## config.mk

```make
export PLATFORM = sky130hd
export DESIGN_NAME = td4_prog_loader
export DESIGN_NICKNAME = d
export VERILOG_FILES = /design/src/rtl/td4_pkg.sv /design/src/rtl/td4_prog_loader_debounce.sv /design/src/rtl/td4_prog_loader.sv
export SDC_FILE = /design/constraint.sdc
export NUM_CORES = 1
export LEC_CHECK = 0
export BUFFER_PORTS_ARGS = -buffer_cell sky130_fd_sc_hd__buf_2
export CORE_MARGIN = 2
export CORE_UTILIZATION = 37
export CTS_BUF_LIST = sky130_fd_sc_hd__clkbuf_8
export CTS_CLUSTER_DIAMETER = 150
export CTS_CLUSTER_SIZE = 20
export DETAILED_ROUTE_END_ITERATION = 16
export PLACE_DENSITY = 0.53
export SYNTH_ARGS = -nofsm -noshare
export SYNTH_HDL_FRONTEND = slang
export SYNTH_SLANG_ARGS = --single-unit
```

## constraint.sdc

```tcl
create_clock -name CLK -period 3.15 [get_ports CLK]
set_input_delay 0 -clock CLK [delete_from_list [all_inputs] [get_ports CLK]]
set_output_delay 0 -clock CLK [all_outputs]
set_load 0.05 [all_outputs]
```

## src/rtl/td4_pkg.sv

```systemverilog
// Shared types and constants for the TD4 program store and loader.
package td4_pkg;

    localparam int ADDR_W    = 4;
    localparam int DATA_W    = 8;
    localparam int MEM_DEPTH = 16;

    // Loader controller states.
    typedef enum logic [1:0] {
        ST_RUN     = 2'd0,
        ST_LOAD    = 2'd1,
        ST_RELEASE = 2'd2
    } loader_state_t;

    // Next write pointer; wraps naturally at MEM_DEPTH.
    function automatic logic [ADDR_W-1:0] addr_inc(input logic [ADDR_W-1:0] a);
        return a + {{(ADDR_W-1){1'b0}}, 1'b1};
    endfunction

    // True when a write at this address fills the last slot.
    function automatic logic addr_is_last(input logic [ADDR_W-1:0] a);
        return (a == {ADDR_W{1'b1}});
    endfunction

endpackage

```

## src/rtl/td4_prog_loader_debounce.sv

```systemverilog
// Write-button conditioning: 2-flop synchronizer, stability counter and
// debounced level. press_pulse is high during the cycle whose rising edge
// flips the debounced level 0->1, so the consumer commits on that edge.
module debounce
    import td4_pkg::*;
#(
    parameter int unsigned DEBOUNCE_CYCLES = 4
) (
    input  logic CLK,
    input  logic RST,
    input  logic key_raw,
    output logic press_pulse
);

    localparam logic [15:0] CNT_LAST = 16'(DEBOUNCE_CYCLES - 1);

    logic        k_s1_r;
    logic        k_s2_r;
    logic        kdb_r;
    logic [15:0] cnt_r;
    logic        differ_s;
    logic        done_s;

    // Mismatch and terminal-count decode shared by the counter and the pulse.
    always_comb begin
        differ_s    = 1'b0;
        done_s      = 1'b0;
        press_pulse = 1'b0;
        if (k_s2_r != kdb_r) begin
            differ_s    = 1'b1;
            done_s      = (cnt_r == CNT_LAST);
            press_pulse = (cnt_r == CNT_LAST) && k_s2_r;
        end else begin
            differ_s    = 1'b0;
            done_s      = 1'b0;
            press_pulse = 1'b0;
        end
    end

    // Bring the raw button into the clock domain.
    always_ff @(posedge CLK) begin
        if (!RST) begin
            k_s1_r <= 1'b0;
            k_s2_r <= 1'b0;
        end else begin
            k_s1_r <= key_raw;
            k_s2_r <= k_s1_r;
        end
    end

    // Count consecutive cycles of disagreement; adopt the new level once stable.
    always_ff @(posedge CLK) begin
        if (!RST) begin
            kdb_r <= 1'b0;
            cnt_r <= 16'd0;
        end else if (!differ_s) begin
            cnt_r <= 16'd0;
        end else if (done_s) begin
            kdb_r <= k_s2_r;
            cnt_r <= 16'd0;
        end else begin
            cnt_r <= cnt_r + 16'd1;
        end
    end

endmodule

```

## src/rtl/td4_prog_loader.sv

```systemverilog
// Writable 16x8 program store for the TD4 CPU plus the switch-driven loader
// that holds the CPU in reset while the operator keys in bytes.
module td4_prog_loader
    import td4_pkg::*;
#(
    parameter int unsigned DEBOUNCE_CYCLES = 4
) (
    input  logic              CLK,
    input  logic              RST,
    input  logic              mode_sw,
    input  logic              wr_key,
    input  logic [DATA_W-1:0] data_sw,
    input  logic [ADDR_W-1:0] cpu_addr,
    output logic [DATA_W-1:0] cpu_qd,
    output logic              cpu_rst_n,
    output logic              loading,
    output logic [ADDR_W-1:0] wr_addr,
    output logic              full
);

    loader_state_t     state_r;
    logic              m_s1_r;
    logic              m_s2_r;
    logic              press_s;
    logic              we_s;
    logic [DATA_W-1:0] mem_r [MEM_DEPTH];

    debounce #(
        .DEBOUNCE_CYCLES (DEBOUNCE_CYCLES)
    ) u_debounce (
        .CLK         (CLK),
        .RST         (RST),
        .key_raw     (wr_key),
        .press_pulse (press_s)
    );

    // Bring the raw mode switch into the clock domain.
    always_ff @(posedge CLK) begin
        if (!RST) begin
            m_s1_r <= 1'b0;
            m_s2_r <= 1'b0;
        end else begin
            m_s1_r <= mode_sw;
            m_s2_r <= m_s1_r;
        end
    end

    // A press only writes while staying in LOAD; leaving LOAD takes priority.
    always_comb begin
        we_s = 1'b0;
        if ((state_r == ST_LOAD) && m_s2_r) begin
            we_s = press_s;
        end else begin
            we_s = 1'b0;
        end
    end

    // Loader FSM with registered CPU reset, status and write pointer.
    always_ff @(posedge CLK) begin
        if (!RST) begin
            state_r   <= ST_RUN;
            cpu_rst_n <= 1'b1;
            loading   <= 1'b0;
            wr_addr   <= {ADDR_W{1'b0}};
            full      <= 1'b0;
        end else begin
            case (state_r)
                ST_RUN: begin
                    if (m_s2_r) begin
                        state_r   <= ST_LOAD;
                        cpu_rst_n <= 1'b0;
                        loading   <= 1'b1;
                        wr_addr   <= {ADDR_W{1'b0}};
                        full      <= 1'b0;
                    end else begin
                        cpu_rst_n <= 1'b1;
                        loading   <= 1'b0;
                    end
                end
                ST_LOAD: begin
                    cpu_rst_n <= 1'b0;
                    loading   <= 1'b1;
                    if (!m_s2_r) begin
                        state_r <= ST_RELEASE;
                    end else if (we_s) begin
                        wr_addr <= addr_inc(wr_addr);
                        if (addr_is_last(wr_addr)) begin
                            full <= 1'b1;
                        end else begin
                            full <= full;
                        end
                    end else begin
                        state_r <= ST_LOAD;
                    end
                end
                ST_RELEASE: begin
                    // One guaranteed reset cycle after the last write.
                    state_r   <= ST_RUN;
                    cpu_rst_n <= 1'b1;
                    loading   <= 1'b0;
                end
                default: begin
                    state_r   <= ST_RUN;
                    cpu_rst_n <= 1'b1;
                    loading   <= 1'b0;
                end
            endcase
        end
    end

    // Program store: cleared on reset, written on accepted presses in LOAD.
    always_ff @(posedge CLK) begin
        if (!RST) begin
            for (int i = 0; i < MEM_DEPTH; i++) begin
                mem_r[i] <= {DATA_W{1'b0}};
            end
        end else if (we_s) begin
            mem_r[wr_addr] <= data_sw;
        end else begin
            mem_r[wr_addr] <= mem_r[wr_addr];
        end
    end

    // Instruction fetch is an asynchronous read of the store.
    always_comb begin
        cpu_qd = mem_r[cpu_addr];
    end

endmodule

```

; ---- Yosys cells after proc, flatten, opt, wreduce, memory -nomap -nowiden
; Memories as Yosys holds them, arrays and structs flattened.
; Cells that the tools add are included.
[totals]
reg_bits = 30
ram_bits = 128
inputBits = 16
output_inout_bits = 15
elab_cells = 70
memories = 1
[classes]
n_addsub = 2
n_eq_ne = 10
muxes = 32
bitwise_logic = 3
n_reduce_logical = 11
[memory_table]
columns = memory, words, width, read_ports, rd_ports_with_merged_regs, write_ports, line
row1 = mem_r, 16, 8, 1, 0, 16, td4_prog_loader.sv:26  ; logic [DATA_W-1:0] mem_r [MEM_DEPTH];
[ops]
columns = operator, n
row1 = $mux 1, 18
row2 = $add 16x1->16 const B, 1
row3 = $eq 16x2->1 const B, 1
row4 = $mux 4, 4
row5 = $mux 8, 2
row6 = $pmux 4 s2, 1
row7 = $reduce_or 8->1, 1
row8 = $mux 2, 3
row9 = $ne 2x2->1 const B, 3
row10 = $pmux 1 s2, 3
row11 = $reduce_and 2->1, 3
row12 = $reduce_and 5->1, 1
row13 = $add 4x1->4 const B, 1
row14 = $eq 4x4->1 const B, 1
row15 = $pmux 2 s2, 1
row16 = $reduce_and 4->1, 1
row17 = $ne 3x3->1 const B, 1
row18 = $reduce_or 3->1, 1
row19 = $eq 2x1->1 const B, 1
row20 = $logic_and 1x1->1, 2
row21 = $logic_not 2->1, 1
row22 = $ne 2x1->1 const B, 1
row23 = $not 1->1, 2
row24 = $reduce_bool 2->1, 1
row25 = 3 further kinds, 3

; ---- Longest topological paths before layout
; Gate-level depths: netlist of run 1.
[logic_depth]
word_depth = 11
depth_mapped = 8
ltp_nobuf = 5

; ---- Hierarchy
; Synthesis of run 1 repeated with hierarchy kept, for this count alone.
[hier_totals]
cells_unflattened = 547
area_unflattened_um2 = 7033.0
[modules_own_cells]
columns = module, instances, cells_each, area_per_inst_um2, seq_area_each_um2
row1 = td4_prog_loader, 1, 456, 6190.9, 4063.9
row2 = debounce, 1, 91, 842.1, 380.4

; ---- Worst setup path before layout of run 1
; No wires, ideal clock.
[synth_timing]
kind = register -> register
start = reg u_debounce.cnt_r[0]
end = mem mem_r[1][0] (enable)
setup_time_ps = 387
arrival_time_ps = 2855
t_required_ps = 2763
setup_slack_ps = -92
path_stages_with_launch = 8
n_path_buf = 2
period_less_slack_ps = 3242
path_cell_list = dfxtp_1 -> ha_1 -> or4b_1 -> or4_1 -> buf_6 -> buf_6 -> or2_4 -> o31ai_1
[synth_lines]
columns = element, line
row1 = start: declaration, td4_prog_loader_debounce.sv:20  ; logic [15:0] cnt_r;
row2 = start signal: assignment, td4_prog_loader_debounce.sv:62  ; cnt_r <= cnt_r + 16'd1;
row3 = end: declaration, td4_prog_loader.sv:26

==> results by group, run 1 <==
Clocking
  – Max Root-Sink Buffers: 2
  – H-tree depth: 4
  – Hold_buf cts: 2
  – Post-CTS resize count: 0
  – Total CTS buffers: 17
  – Worst-skew pair later-pin latency: 0.46 ns
  – CTS tree: done
  – Clock root buffer: clkbuf_8
  – Clock sink total: 158
  – Post-CTS Setup Bufs: 0
  – Reg clk slew, reported paths: 0.09 ns

STA
  – Max Transition Viols Final: 0
  – Final setup fails: 0
  – TNS Setup: 0 ns
  – Final period utilization: 93.8%
  – Endpoints failing hold: 0
  – PnR worst setup slack: 0.196 ns
  – Unrepaired setup endpoints after global routing: false
  – Pin slew with the least headroom to its limit: 0.843 ns
  – Peak Freq: 339 MHz
  – Clock period minus worst slack: 2.95 ns
  – Clock Skews: 0.0152 ns
  – Slew margin rel.: 43.8%

Finish
  – Number of fill cells: 1805
  – Share of cells above drive strength 1: 22.8%
  – Area growth syn-to-layout: 13.7%
  – FF/Latch Area: 0.00444 sq mm
  – Nets@finish: 595
  – Post-layout util: 42.8%
  – Area of the multi-input gates: 0.00264 sq mm
  – Inserted Diodes: 0

Worst setup path
  – Startpoint class of the critical path: flip-flop
  – Slowest stage cell, crit path: or4_1
  – Crit path required time: 3.27 ns
  – CP cell instances: ha_1, or4b_1, or4_1, buf_4, nor4_4, nand2b_1
  – Crit path max-delay family: simple AND/OR/NAND/NOR gates
  – Crit Path Category: flip-flop to flip-flop
  – Reg2reg setup slack: 0.20 ns
  – CP bufs+invs: 1
  – Crit-path max cell delay: 0.63 ns
  – Worst Setup End Kind: flip-flop
  – Worst Path Arrival: 3.07 ns
  – CP max FO: 8

GRT
  – All-Layer GR Usage: 18.1%
  – Initial antenna violation count: 0
  – Global-route wire length before repair: 26800 microns
  – Pin count of the biggest net entering global routing: 33
  – Vias in the first global route: 4555
  – Global route total overflow: 0

Yosys
  – Syn nets: 559
  – Share of async-settable or async-resettable flops after synthesis: 0%
  – Post-synth EDFFs: 128
  – Top cells by count, synth: edfxtp_1, and3_1, and2_1
  – Syn Area/Cell: 13.6 sq um
  – Synth Area in Compound Gates: 3.46%
  – Most frequent cell after synthesis: edfxtp_1
  – Register area share after synthesis: 60.9%
  – Synth top area share: 52.6%
  – Adder-cell share of the synthesized area: 0.857%
  – Yosys warns: 0
  – Largest family of logic cells by synthesized area: simple AND/OR/NAND/NOR gates
  – Mux share of post-synthesis cell area: 10.0%
  – Synth area leader: edfxtp_1
  – #FFs+latches synth: 158
  – Ys flop type: edfxtp_1
  – Netlist cell types: 44
  – Post-Synth Simple-Gate Area: 20.1%
  – Ranking of synthesized cells by area: edfxtp_1, mux4_2, and3_1, dfxtp_1, and2_1
  – Synth Area in XOR/XNOR: 1.80%
  – Mapped Area: 0.00730 sq mm
  – Post-Syn Instances: 538

Placement
  – Number of I/O port buffers: 30
  – Worst slack, placed: 0.164 ns
  – Final Wtd Congestion: 0.793
  – Detail Placement HPWL: 11400 microns

Power
  – PD cells: 534 mW/mm^2
  – VDD IR max: 0.412 mV
  – Leakage: 3.18 nW

Route
  – WL final: 17600 microns
  – Drt initial violations: 350
  – Antenna Nets Post-Route: 0
  – Mean routed wirelength per cell: 20.6 microns
  – DR pass1 iterations: 4
  – DRC Markers: 0
  – Vias: 4561
  – Vias per Instance: 5.35

Floorplanning
  – I/O Pins: 31
  – Initial Util: 37.6%
  – Core box area: 0.0194 sq mm
  – Die area: 0.0209 sq mm
  – DIE WIDTH: 144 microns
  – Die height: 144 microns
  – Cell Rows: 51

Min path
  – Worst hold path class: primary input to flip-flop

Run
  – MaxCap Viol Count: 0

Outcome
  – Status: completed
-- registers in the layout, summed over array words and instances (netlist names) --
signal / cells
m_s2_r: 1
m_s1_r: 1
u_debounce.cnt_r: 16
wr_addr: 4
mem_r: 128
state_r: 2
full: 1
u_debounce.kdb_r: 1
u_debounce.k_s2_r: 1
loading: 1
cpu_rst_n: 1
u_debounce.k_s1_r: 1
-- final cells by class --
cell class	count	area share, %
inverter	7	0.316
sequential	158	53.5
tap	265	3.99
clock inverter	15	2.79
clock buffer	17	2.82
multi-input combinational	328	31.8
timing repair buffer	62	4.76
-- placed cells by master (no fill, tap or decap), drive strengths merged, types with 2 or more instances in the layout --
cell         netlist  layout
or3                3       3
a22oi             16      16
ha                 5       5
nor4               9       9
xor2               4       4
nand4              4       4
nor2              20      20
or2                3       3
mux4              32      32
dfxtp             30      30
clkbuf            34      17
nor3b              2       2
and3             104     104
o31ai              5       5
buf               11      60
or4                4       4
and2              38      38
inv                7      15
bufinv             0       5
nand2b             4       4
a21oi              3       3
nor3               6       6
o21ai             11      11
nand3             18      18
xnor2             11      11
dlygate4sd3        0       2
edfxtp           128     128
nor2b              3       3
nand2             16      16
-- metrics by stage --
stage,power (mW),hold slack [ns],std cells,cell area (sq um)
6_report,4.44,0.0441,852,8300
5_1_grt,4.60,0.0545,852,8300
4_1_cts,4.48,0.0264,852,8300
3_5_place_dp,2.73,0.209,818,7820
3_3_place_gp,2.72,0.213,818,7820
2_1_floorplan,2.60,0.127,538,7300
-- metal layers --
metal | vias to the layer above | part of all wire (%) | track usage, %
li1 | 2114 | - | -
met1 | 2339 | 46 | 24.3
met2 | 97 | 48 | 29.4
met3 | 11 | 4.2 | 4.24
met4 | 0 | 1.3 | 5.26
met5 | - | 0 | 0
-- worst paths after layout --
kind                        from                to  cells past startpoint
min                          RST  u_debounce.kdb_r                      2
min reg2reg               m_s1_r            m_s2_r                      1
max          u_debounce.cnt_r[0]       mem_r[8][6]                      6
max reg2reg  u_debounce.cnt_r[0]       mem_r[8][6]                      6
-- worst reg2reg max path: stages, from the launching register on --
cell and delay (ns):
dfxtp_1 0.40, ha_1 0.19, or4b_1 0.48, or4_1 0.63
buf_4 0.24, nor4_4 0.28, nand2b_1 0.40
-- kinds of logic (layout without fill, tap and decap cells) --
logic type / Yosys count / after routing
AO/OA/AOI/OAI: 38 / 38
XOR/XNOR: 15 / 15
adder cells (fa/ha/maj): 5 / 5
buffers and inverters: 52 / 101
flip-flops: 158 / 158
multiplexers: 33 / 33
AND/OR/NAND/NOR: 237 / 237
-- report_power, final --
group          internal [mW]  leakage [nW]  switching [mW]
combinational          0.113          1.47           0.206
sequential              2.33          1.48          0.0316
clock                  0.960         0.234           0.798
total                   3.40          3.18            1.04
(Power assumes the default switching activity.)
==> inputs of run 2 (changes only) <==
Settings changed: CORE_MARGIN 2 to 4, GPL_TIMING_DRIVEN set to 0.
==> run 2 against run 1 <==
  * Critical path type unchanged
  * Highest routed layer unchanged
  * Total power is 5.9% lower
  * Critical endpoint is now mem_r[1][1]
  * First-iteration DRC count shrank 4.9%
  * Design area grew 4.2%
  * Count of clock-buffer cells in the layout is the same
  * Worst setup slack got worse by 0.056 ns
  * Via count up 2.8%
  * Combinational power grew 13%
==> results by group, run 2 (synthesis gave the netlist of run 1 again) <==
Floorplanning
  – Core box area: 0.0195 sq mm (+0.33%)
  – Cell Rows: 51 (unchanged)
  – I/O Pins: 31 (unchanged)
  – Die height: 148 microns (+2.8%)
  – Initial Util: 37.5% (-0.12 points)
  – Die area: 0.0220 sq mm (+5.6%)
  – DIE WIDTH: 148 microns (+2.8%)

Finish
  – Commonest cells after routing, fill and taps aside: edfxtp_1, and3_1, and2_1, clkbuf_1, buf_2
  – Share of cells above drive strength 1: 23.0% (+0.21 points)
  – Top reg by flops: mem_r
  – Inserted Diodes: 0 (unchanged)
  – Number of fill cells: 1755 (-2.8%)
  – Most common cell after layout, fill and taps aside: edfxtp_1
  – Max FFs per register: 128 (unchanged)
  – Post-layout util: 44.5% (+1.6 points)
  – Nets@finish: 634 (+6.6%)
  – Top Registers: mem_r x128, u_debounce.cnt_r x16, wr_addr x4
  – Area growth syn-to-layout: 18.5%
  – Design Area, Final: 0.00865 sq mm (+4.2%)

GRT
  – Global route total overflow: 0 (unchanged)
  – Pin count of the biggest net entering global routing: 17 (-48%)
  – Initial antenna violation count: 0 (unchanged)
  – All-Layer GR Usage: 17.0% (-1.1 points)
  – Vias in the first global route: 4905 (+7.7%)
  – Global-route wire length before repair: 28100 microns (+4.7%)

STA
  – Peak Freq: 332 MHz (-1.9%)
  – Final period utilization: 95.5% (+1.8 points)
  – Max Transition Viols Final: 0 (unchanged)
  – Final setup fails: 0 (unchanged)
  – Worst hold slack: 0.0118 ns (-0.0324 ns)
  – PnR worst setup slack: 0.140 ns (-0.0558 ns)
  – TNS Setup: 0 ns (unchanged)
  – Pin slew with the least headroom to its limit: 1.16 ns (+0.314 ns)
  – Clock period minus worst slack: 3.01 ns (+0.0558 ns)
  – Slew margin rel.: 22.8% (-21 points)
  – Unrepaired setup endpoints after global routing: false
  – Clock Skews: 0.0153 ns (+0.0000529 ns)
  – Endpoints failing hold: 0 (unchanged)

Placement
  – Final Wtd Congestion: 0.810 (+2.1%)
  – Detail Placement HPWL: 12300 microns (+7.8%)
  – Post-placement cell area: 0.00780 sq mm (-0.18%)
  – Number of I/O port buffers: 29 (-3.3%)
  – Worst slack, placed: -0.588 ns (-0.752 ns)

Worst setup path
  – Worst Path Arrival: 3.17 ns (+0.10 ns)
  – Startpoint class of the critical path: flip-flop
  – Reg-to-Reg Start: u_debounce.cnt_r[0]
  – Worst Setup End Kind: flip-flop
  – Crit Path Category: flip-flop to flip-flop
  – Crit path from: u_debounce.cnt_r[0]
  – CP max FO: 10 (+2)
  – Crit path required time: 3.31 ns (+0.04 ns)

Power
  – Leakage: 3.24 nW (+1.7%)
  – PD cells: 482 mW/mm^2 (-9.7%)
  – VDD IR max: 0.204 mV (-50%)

Route
  – Mean routed wirelength per cell: 20.3 microns (-1.5%)
  – WL final: 18100 microns (+2.9%)
  – Antenna Nets Post-Route: 0 (unchanged)
  – Drt initial violations: 333 (-4.9%)
  – Vias: 4690 (+2.8%)
  – DR pass1 iterations: 6 (+2)
  – Vias per Instance: 5.27 (-1.6%)
  – DRC Markers: 0 (unchanged)

Min path
  – Worst hold path class: primary input to flip-flop
  – HP Start: RST

Clocking
  – Clock root buffer: clkbuf_8
  – Total CTS buffers: 17 (unchanged)
  – Reg clk slew, reported paths: 0.08 ns (about the same)
  – Max Root-Sink Buffers: 2 (unchanged)
  – Worst-skew pair later-pin latency: 0.44 ns (-0.02 ns)
  – CTS tree: done
  – H-tree depth: 4 (unchanged)
  – Clock sink total: 158 (unchanged)

Outcome
  – Status: completed

Run
  – MaxCap Viol Count: 0 (unchanged)
==> run 2: cell type report <==
class	instances	area [sq um]	area share (%)
Clock inverter	14	146	1.69
Sequential cell	158	4450	51.4
Multi-Input combinational cell	328	2810	32.5
Inverter	7	26.3	0.304
Timing Repair Buffer	56	464	5.37
Tap cell	265	332	3.83
Clock buffer	17	234	2.70
Buffer	45	189	2.18
==> run 2: path summary, 6_finish.rpt <==
check             depth (start not counted)  slack [ns]          end
setup reg to reg                          8        0.14  mem_r[1][1]
hold / removal                            3        0.01   wr_addr[0]
hold reg to reg                           1        0.44       m_s2_r
setup / recovery                          8        0.14  mem_r[1][1]
==> run 2: metal layers <==
layer	global-route usage, %	share of wire (%)	up-vias
met5	0	0	-
met4	5.68	2.4	0
met3	3.63	5.5	22
met2	28.2	50	141
met1	22.4	42	2328
li1	-	-	2199
==> run 2: critical path: stages, from the launching register on <==
cell     delay [ns]
dfxtp_2        0.39
ha_4           0.18
or4b_1         0.48
or4_1          0.54
buf_6          0.18
buf_6          0.14
or2_4          0.28
o31ai_4        0.35
buf_6          0.19
==> run 2: where the power goes <==
part           switching (mW)  internal, mW  total [mW]
logic                   0.219         0.142       0.360
clock network           0.763         0.701        1.46
registers              0.0212          2.33        2.35
==> run 2: what timing repair did <==
item,CTS,global route
endpoints found under the hold margin,50,0
hold buffers,10,0
buffers inserted,7,7
setup endpoints to repair,128,106
pin swaps,6,7
gates resized for setup,28,9
==> run 2: per-stage QoR <==
step | power [mW] | instances
after global routing | 4.34 | 890
after floorplan | 2.60 | 538
after global placement | 2.71 | 832
final | 4.17 | 890
after CTS | 4.20 | 883
after detailed placement | 2.72 | 835
==> inputs of run 3 (changes only) <==
Settings changed: HOLD_SLACK_MARGIN set to 0.05, PLACE_DENSITY 0.53 to unset, PLACE_DENSITY_LB_ADDON set to 0.3.
==> run 3 against run 2 <==
  * Sequential share of layout area fell by 0.73 points
  * Combinational power grew 3%
  * Die area stayed put
  * Clock power is 17% higher
  * Register-to-register slack lost 0.03 ns
  * Worst setup slack got worse by 0.032 ns
  * Clock skew down 0.0012 ns
==> results by group, run 3 (synthesis gave the netlist of run 1 again) <==
Placement
  – Post-placement cell area: 0.00779 sq mm (-0.16%)
  – Placed Cells: 833 (-0.24%)
  – Final Wtd Congestion: 0.817 (+0.90%)
  – Number of I/O port buffers: 29 (unchanged)
  – Detail Placement HPWL: 12400 microns (+0.60%)
  – Worst slack, placed: -0.680 ns (-0.0923 ns)

Finish
  – Most common cell after layout, fill and taps aside: edfxtp_1
  – Commonest cells after routing, fill and taps aside: edfxtp_1, and3_1, and2_1, clkbuf_1, buf_2
  – Max FFs per register: 128 (unchanged)
  – Top Registers: mem_r x128, u_debounce.cnt_r x16, wr_addr x4
  – Number of fill cells: 1751 (-0.23%)
  – Inserted Diodes: 0 (unchanged)
  – Non-Filler Instances: 894 (+0.45%)
  – Top reg by flops: mem_r
  – Share of cells above drive strength 1: 23.5% (+0.49 points)
  – Design Area, Final: 0.00877 sq mm (+1.4%)
  – Area growth syn-to-layout: 20.2%
  – Nets@finish: 638 (+0.63%)
  – Post-layout util: 45.1% (+0.62 points)

STA
  – Worst hold slack: 0.296 ns (+0.284 ns)
  – Final period utilization: 96.5% (+1.0 points)
  – Clock period minus worst slack: 3.04 ns (+0.0316 ns)
  – Final setup fails: 0 (unchanged)
  – TNS Setup: 0 ns (unchanged)
  – Pin slew with the least headroom to its limit: 1.15 ns (-0.0103 ns)
  – PnR worst setup slack: 0.109 ns (-0.0316 ns)
  – Slew margin rel.: 23.5% (+0.69 points)
  – Peak Freq: 329 MHz (-1.0%)
  – Endpoints failing hold: 0 (unchanged)
  – Clock Skews: 0.0141 ns (-0.00119 ns)
  – Max Transition Viols Final: 0 (unchanged)

Worst setup path
  – Crit path max-delay family: simple AND/OR/NAND/NOR gates
  – CP bufs+invs: 3 (unchanged)
  – Worst Setup End Kind: flip-flop
  – Slowest stage cell, crit path: or4_1
  – Crit path required time: 3.32 ns (about the same)
  – CP max FO: 10 (unchanged)
  – Crit-path max cell delay: 0.54 ns (about the same)
  – CP cell instances: ha_2, or4b_1, or4_1, buf_6, buf_6, or2_4, o31ai_4, buf_4
  – Crit Path Category: flip-flop to flip-flop
  – Worst Path Arrival: 3.21 ns (+0.04 ns)
  – Most used cell, CP: buf_6
  – Startpoint class of the critical path: flip-flop

Floorplanning
  – Die height: 148 microns (unchanged)
  – Core box area: 0.0195 sq mm (unchanged)
  – Die area: 0.0220 sq mm (unchanged)
  – DIE WIDTH: 148 microns (unchanged)
  – I/O Pins: 31 (unchanged)
  – Initial Util: 37.5% (unchanged)
  – Cell Rows: 51 (unchanged)

Route
  – DR pass1 iterations: 5 (-1)
  – WL final: 18200 microns (+0.53%)
  – Drt initial violations: 403 (+21%)
  – DRC Markers: 0 (unchanged)
  – Mean routed wirelength per cell: 20.3 microns (about the same)
  – Vias: 4793 (+2.2%)
  – Antenna Nets Post-Route: 0 (unchanged)
  – Vias per Instance: 5.36 (+1.7%)

GRT
  – Initial antenna violation count: 0 (unchanged)
  – Pin count of the biggest net entering global routing: 17 (unchanged)
  – Global route total overflow: 0 (unchanged)
  – All-Layer GR Usage: 16.9% (-0.093 points)
  – Vias in the first global route: 4975 (+1.4%)
  – Global-route wire length before repair: 28100 microns (+0.25%)

Power
  – PD cells: 506 mW/mm^2 (+4.9%)
  – Pint: 3.42 mW (+7.9%)
  – Comb pwr share: 8.4% (-0.2 points)
  – Switching part of the total: 22.9% (-1.1 points)
  – Seq pwr share: 53.0% (-3.3 points)
  – Leakage: 3.30 nW (+1.9%)
  – Pwr Total: 4.44 mW (+6.3%)
  – Sw power: 1.02 mW (+1.5%)
  – Clock Power Share: 38.7% (+3.6 points)
  – VDD IR max: 0.249 mV (+22%)

Clocking
  – Total CTS buffers: 17 (unchanged)
  – Clock root buffer: clkbuf_8
  – Max Root-Sink Buffers: 2 (unchanged)
  – Reg clk slew, reported paths: 0.08 ns (about the same)
  – CTS tree: done
  – Clock sink total: 158 (unchanged)
  – Worst-skew pair later-pin latency: 0.45 ns (about the same)
  – H-tree depth: 4 (unchanged)

Run
  – MaxCap Viol Count: 0 (unchanged)

Min path
  – Worst hold path class: primary input to flip-flop

Outcome
  – Status: completed
-- run 3: cell count changes in the layout (fill, tap and decap cells not counted), moves of 2 or more --
| cell | delta |
|---|---|
| inv_6 | +2 |
| clkinv_1 | -2 |
| bufinv_16 | +3 |
| clkinv_2 | +2 |
| clkinv_4 | -3 |
| buf_12 | +3 |
-- run 3: final cells by class --
class / count / area (sq um) / area share [%]
tap: 265 / 332 / 3.78
inverter: 7 / 26.3 / 0.299
clock inverter: 14 / 215 / 2.45
multi-input combinational: 328 / 2800 / 31.9
sequential: 158 / 4450 / 50.7
clock buffer: 17 / 234 / 2.67
timing repair buffer: 60 / 531 / 6.05
buffer: 45 / 189 / 2.15
-- run 3: what timing repair did --
action / CTS / global route
setup buffers: 8 / 11
gates resized for setup: 31 / 2
setup endpoints to repair: 128 / 109
hold endpoints to repair: 59 / 0
pin swaps: 8 / 7
hold buffers: 11 / 0
-- run 3: tightest hold or removal path: stages --
cell and delay, ns:
dlygate4sd3_1 0.52, buf_2 0.09, and2_1 0.10
-- run 3: final timing paths --
path	from	endpoint	slack, ns	cells past startpoint
setup / recovery	u_debounce.cnt_r[1]	mem_r[0][3]	0.11	8
hold / removal	mode_sw	m_s1_r	0.30	3
setup reg to reg	u_debounce.cnt_r[1]	mem_r[0][3]	0.11	8
hold reg to reg	m_s1_r	m_s2_r	0.44	1
-- run 3: routing by layer --
metal | vias up | track usage, % | share of wire, %
li1 | 2206 | - | -
met1 | 2398 | 23.1 | 43
met2 | 161 | 26.3 | 48
met3 | 28 | 4.75 | 6.2
met4 | 0 | 5.50 | 2.5
met5 | - | 0 | 0
-- run 3: power groups by stage --
stage | combinational [mW] | sequential, mW | clock (mW)
2_1_floorplan | 0.207 | 2.39 | 0
5_1_grt | 0.394 | 2.36 | 1.82
4_1_cts | 0.356 | 2.35 | 1.73
3_5_place_dp | 0.316 | 2.40 | 0
3_3_place_gp | 0.310 | 2.40 | 0
6_report | 0.371 | 2.35 | 1.71
